**config.mk**
```make
export PLATFORM = sky130hd
export DESIGN_NAME = csa_sub_pipe
export DESIGN_NICKNAME = d
export VERILOG_FILES = /design/src/rtl/csa_pkg.sv /design/src/rtl/csel_sub_block.sv /design/src/rtl/csa_sub_pipe.sv
export SDC_FILE = /design/constraint.sdc
export NUM_CORES = 1
export LEC_CHECK = 0
export ABC_CLOCK_PERIOD_IN_PS = 9230
export CAP_MARGIN = 0
export CORE_MARGIN = 4
export CORE_UTILIZATION = 51
export DETAILED_ROUTE_END_ITERATION = 8
export GPL_TIMING_DRIVEN = 0
export MAX_ROUTING_LAYER = met4
export PLACE_DENSITY = 0.79
export SLEW_MARGIN = 20
export SYNTH_ARGS = -nofsm -noshare
export SYNTH_HDL_FRONTEND = slang
export SYNTH_HIERARCHICAL = 1
export SYNTH_SLANG_ARGS = --single-unit
```
**constraint.sdc**
```tcl
create_clock -name clk -period 9.23 [get_ports clk]
set_input_delay 1.846 -clock clk [delete_from_list [all_inputs] [get_ports clk]]
set_output_delay 1.846 -clock clk [all_outputs]
set_load 0.005 [all_outputs]
```
**src/rtl/csa_pkg.sv**
```systemverilog
// csa_pkg: shared widths, result flags and saturation limits for the carry-select subtractor
package csa_pkg;
  localparam int CSA_WIDTH = 32;
  localparam int CSA_SPLIT = 16;
  typedef struct packed {
    logic bout;
    logic ovf;
    logic zero;
  } csa_flags_t;
  function automatic logic [63:0] sat_max(input int w);
    return (64'd1 << (w - 1)) - 64'd1;
  endfunction
  function automatic logic [63:0] sat_min(input int w);
    return 64'd1 << (w - 1);
  endfunction
endpackage

```
**src/rtl/csel_sub_block.sv**
```systemverilog
// csel_sub_block: ripple-borrow subtractor d = a - b - bin over W bits
module csel_sub_block #(
  parameter int W = 16
) (
  input  logic [W-1:0] a_i,
  input  logic [W-1:0] b_i,
  input  logic         bin_i,
  output logic [W-1:0] d_o,
  output logic         bout_o
);
  logic br;
  // Ripple the borrow from LSB to MSB; the final borrow is the block's borrow out.
  always_comb begin
    br = bin_i;
    d_o = '0;
    for (int i = 0; i < W; i++) begin
      d_o[i] = a_i[i] ^ b_i[i] ^ br;
      br = (~a_i[i] & b_i[i]) | (~(a_i[i] ^ b_i[i]) & br);
    end
    bout_o = br;
  end
endmodule

```
**src/rtl/csa_sub_pipe.sv**
```systemverilog
// csa_sub_pipe: two-stage carry-select subtractor Diff = A - B - Bin with flags; CSA_SUB_SAT_EN saturates on overflow
module csa_sub_pipe
  import csa_pkg::*;
#(
  parameter int WIDTH = CSA_WIDTH,
  parameter int SPLIT = CSA_SPLIT
) (
  input  logic             clk,
  input  logic             rst,
  input  logic             in_valid,
  output logic             in_ready,
  input  logic [WIDTH-1:0] A,
  input  logic [WIDTH-1:0] B,
  input  logic             Bin,
  output logic             out_valid,
  input  logic             out_ready,
  output logic [WIDTH-1:0] Diff,
  output logic             Bout,
  output logic             Ovf,
  output logic             Zero
);
  localparam int HW = WIDTH - SPLIT;
`ifdef CSA_SUB_SAT_EN
  localparam logic [WIDTH-1:0] SMAX = WIDTH'(sat_max(WIDTH));
  localparam logic [WIDTH-1:0] SMIN = WIDTH'(sat_min(WIDTH));
`endif
  logic             s1_valid_q, s2_valid_q, s1_load, s2_load;
  logic [SPLIT-1:0] lo_d, lo_q;
  logic             bl_d, bl_q;
  logic [HW-1:0]    hi0_d, hi0_q, hi1_d, hi1_q;
  logic             hb0_d, hb0_q, hb1_d, hb1_q;
  logic             am_q, bm_q;
  logic [WIDTH-1:0] raw, diff_d, diff_q;
  csa_flags_t       flags_d, flags_q;

  assign s2_load  = !s2_valid_q || out_ready;
  assign s1_load  = !s1_valid_q || s2_load;
  assign in_ready = s1_load;

  csel_sub_block #(.W(SPLIT)) u_lo (
    .a_i(A[SPLIT-1:0]), .b_i(B[SPLIT-1:0]), .bin_i(Bin), .d_o(lo_d), .bout_o(bl_d)
  );
  csel_sub_block #(.W(HW)) u_hi0 (
    .a_i(A[WIDTH-1:SPLIT]), .b_i(B[WIDTH-1:SPLIT]), .bin_i(1'b0), .d_o(hi0_d), .bout_o(hb0_d)
  );
  csel_sub_block #(.W(HW)) u_hi1 (
    .a_i(A[WIDTH-1:SPLIT]), .b_i(B[WIDTH-1:SPLIT]), .bin_i(1'b1), .d_o(hi1_d), .bout_o(hb1_d)
  );

  // Stage 1: capture the resolved low half and both speculative upper halves.
  always_ff @(posedge clk) begin
    if (rst) begin
      s1_valid_q <= 1'b0;
      lo_q <= '0;
      bl_q <= 1'b0;
      hi0_q <= '0;
      hi1_q <= '0;
      hb0_q <= 1'b0;
      hb1_q <= 1'b0;
      am_q <= 1'b0;
      bm_q <= 1'b0;
    end else if (s1_load) begin
      s1_valid_q <= in_valid;
      if (in_valid) begin
        lo_q <= lo_d;
        bl_q <= bl_d;
        hi0_q <= hi0_d;
        hi1_q <= hi1_d;
        hb0_q <= hb0_d;
        hb1_q <= hb1_d;
        am_q <= A[WIDTH-1];
        bm_q <= B[WIDTH-1];
      end
    end
  end

  // Stage 2 combinational: the low borrow picks the upper candidate, then flags and optional clamp.
  always_comb begin
    raw = {bl_q ? hi1_q : hi0_q, lo_q};
    flags_d = '0;
    flags_d.bout = bl_q ? hb1_q : hb0_q;
    flags_d.ovf = (am_q != bm_q) && (raw[WIDTH-1] != am_q);
`ifdef CSA_SUB_SAT_EN
    diff_d = flags_d.ovf ? (am_q ? SMIN : SMAX) : raw;
`else
    diff_d = raw;
`endif
    flags_d.zero = ~|diff_d;
  end

  // Stage 2 register: outputs hold while the consumer stalls.
  always_ff @(posedge clk) begin
    if (rst) begin
      s2_valid_q <= 1'b0;
      diff_q <= '0;
      flags_q <= '0;
    end else if (s2_load) begin
      s2_valid_q <= s1_valid_q;
      if (s1_valid_q) begin
        diff_q <= diff_d;
        flags_q <= flags_d;
      end
    end
  end

  assign out_valid = s2_valid_q;
  assign Diff      = diff_q;
  assign Bout      = flags_q.bout;
  assign Ovf       = flags_q.ovf;
  assign Zero      = flags_q.zero;
endmodule

```
==> out/metrics.yaml <==
clock_tree:
  cts_tree: "done"
  cts_resized: 0
  cts.sinks: 90
  clk_pin_slew_ps: 90
  clkLatencyLatePin_ps: 360
  cts.hold.buffers_added: 0
  numCtsBuffers: 9
  clk_path_buf_depth: 2
  cts-root-buf: "clkbuf_8"
  htree_levels: 3
  cts_setup_buffers: 0
synth:
  synthesis.area_sq_mm: 0.00478
  yosysSeqAreaShare: 0.377
  synth_nets: 685
  synth_warnings: 6
  ys_top_cells_by_area: "dfxtp_1 (38%), fa_1 (20%), nand2_1 (11%), inv_1 (8.1%), a21oi_1 (7.3%)"
  async_flop_share: 0
  synthCells: 568
  synthDistinctLibCells: 31
  synth_ff_type: "dfxtp_1"
  synth_most_common_cell: "nand2_1"
  synth_top_area_frac: 0.377
  synth_edf_count: 0
  ys_top_cells_by_count: "nand2_1 (138), inv_1 (103), dfxtp_1 (90)"
  ys_seq_elements: 90
  syn_area_per_cell_sq_um: 8.41
  synth_top_area_cell: "dfxtp_1"
detailed_routing:
  num_vias: 3988
  wl_per_cell_um: 14.2
  wl_um: 11400
  drtIter0Drc: 223
  remaining_drc_errors: 0
  drtPass1Iterations: 4
  antenna_left: 0
  vias_per_cell: 4.99
sta:
  period_needed_ps: 8600
  fin_skew_ps: 9.37
  relSlewSlack: 0.645
  finalSetupTns_ps: 0
  finalMaxSlewViolations: 0
  fin_crit_sh: 0.931
  rsz0062_at_grt: "false"
  worst_slew_pin_slew_ps: 532
  hold_viol: 0
  setup_violations: 0
  whs_ps: 458
  clock.fmax_ghz: 0.116
pwr:
  swShare: 0.301
  power_frac_comb: 0.233
  power_density_mw_per_mm2: 151
  p_leak_uw: 0.00264
  switchingPower_uw: 280
  p_clk_frac: 0.293
  vdd_ir_drop_max_mv: 0.0841
  seqPwrFrac: 0.475
  internal_power_uw: 651
die:
  dieArea_sq_mm: 0.0110
  die_h_um: 105
  io-pin-count: 106
  fp.dieW_um: 105
  row_count: 35
  core_region_area_sq_mm: 0.00920
  start_util: 0.520
grt:
  grt_pass1_vias: 4038
  grt_max_degree: 17
  overflow: 0
  grt_pass1_wl_um: 18400
  antenna_found_initial: 0
  grt_usage: 0.214
hold_path:
  min_from: "Diff[0]"
  hold_path.class: "reg2reg"
  hold_path_depth: 2
  min_to: "Diff[0]"
worst_setup_path:
  cp_max_fo: 2
  cp_slowest_cell: "clkdlybuf4s50_1"
  path_class: "in2reg"
  reg2reg_from: "bl_q"
  cp-start-kind: "input port"
  cp_num_buf_inv: 3
  crit_arrival_ps: 8830
  crit_chain: "clkdlybuf4s50_1 -> fa_1 -> inv_1 -> fa_1 -> fa_1 -> fa_1 -> fa_1 -> fa_1 -> fa_1 -> fa_1 -> fa_1 -> fa_1 -> fa_1 -> fa_1 -> fa_1 -> fa_1 -> fa_1 -> inv_1 -> fa_1 -> nand2_1 -> a21oi_1"
  cp-end-kind: "flop"
  reg2reg_setup_slack_ps: 7740
  cp_top_family: "adder cells"
  reg2reg_to: "Zero"
  r2r_cells: 5
  crit_path_max_incr_delay_ps: 540
  crit_required_ps: 9460
  cp_common_cell: "fa_1"
placement:
  placed_cell_area_sq_mm: 0.00596
  gp_congestion: 0.859
  io_buffers: 104
  hpwl_um: 9270
cells_and_area:
  finalNetCount: 800
  final_util: 0.670
  drive_gt1_frac: 0.0610
  final_area_sq_mm: 0.00616
  syn_to_final_growth_pct: 28.9
  antennaDiodeCount: 0
flow_run:
  drv_cap: 0
run_status:
  status: "completed"
## kinds of logic after synthesis
logic type,count (synthesis),share of synthesized area
compound gates,92,0.110
simple gates,185,0.160
flops,90,0.377
buf+inv,134,0.115
mux,17,0.0359
other cells,2,0.00157
fa+ha+maj,48,0.201
## worst max path at each step
stage	cells after the start	slack [ps]	start	end
after global routing	21	380	A[16]	hi0_q[15]
after floorplan	21	1150	B[0]	lo_q[15]
final	21	630	A[16]	hi0_q[15]
after CTS	21	610	A[16]	hi0_q[15]
after global placement	21	330	A[16]	hi1_q[15]
after detailed placement	21	230	A[16]	hi0_q[15]
## registers in the layout (all words and copies together), names as in the netlist
| name | count |
|---|---|
| hi1_q | 16 |
| Ovf | 1 |
| hb1_q | 1 |
| bl_q | 1 |
| hb0_q | 1 |
| s1_valid_q | 1 |
| am_q | 1 |
| lo_q | 16 |
| Diff | 32 |
| out_valid | 1 |
| Zero | 1 |
| Bout | 1 |
| bm_q | 1 |
| hi0_q | 16 |
## metal layers
layer  GRT usage  up-vias  wire (um)
li1            -     1982          -
met1       0.283     1880       5070
met2       0.345      116       5420
met3      0.0272       10        751
met4      0.0675        0        138
met5           -        -          0
## stage by stage
stage / total power (uW) / setup slack [ps] / std cells
floorplan: 570 / 1150 / 568
global placement: 658 / 333 / 783
detailed placement: 667 / 233 / 783
CTS: 934 / 611 / 799
global route: 978 / 383 / 799
finish: 932 / 633 / 799
## cell type report
class / instances / area (sq um)
Buffer: 31 / 163
Clock buffer: 9 / 124
Clock inverter: 7 / 78.8
Fill cell: 783 / 3040
Inverter: 103 / 387
Multi-Input combinational cell: 344 / 2430
Sequential cell: 90 / 1800
Tap cell: 111 / 139
Timing Repair Buffer: 104 / 1040
## power by group through the flow
| stage | Sequential, uW | Clock (uW) | Combinational [uW] |
|---|---|---|---|
| after global routing | 445 | 287 | 245 |
| after floorplan | 444 | 0 | 126 |
| after CTS | 442 | 274 | 218 |
| after detailed placement | 451 | 0 | 216 |
| after global placement | 449 | 0 | 208 |
| final | 442 | 273 | 217 |
## cells in the final DEF, fill, tap and decap left out, types with 2 or more instances in the layout
cell type and instances:
a21oi_1 70, clkdlybuf4s50_1 104, buf_2 16, nand2_1 138
nand3b_1 4, inv_1 103, buf_6 2, clkbuf_1 10
mux2i_1 16, nand4_1 2, nand2b_1 2, dfxtp_1 90
a211oi_1 16, nor3_1 3, clkinv_4 2, buf_4 3
nor4_1 8, clkbuf_8 9, fa_1 48, clkinvlp_4 3
nor2_1 22, conb_1 2
## tightest hold or removal path: cells and delay by family (launching register included)
family,cells,cell delay [ps]
compound gates,1,50
flops,1,320
simple gates,1,50
Note: power is estimated with default switching activity, not from simulation.
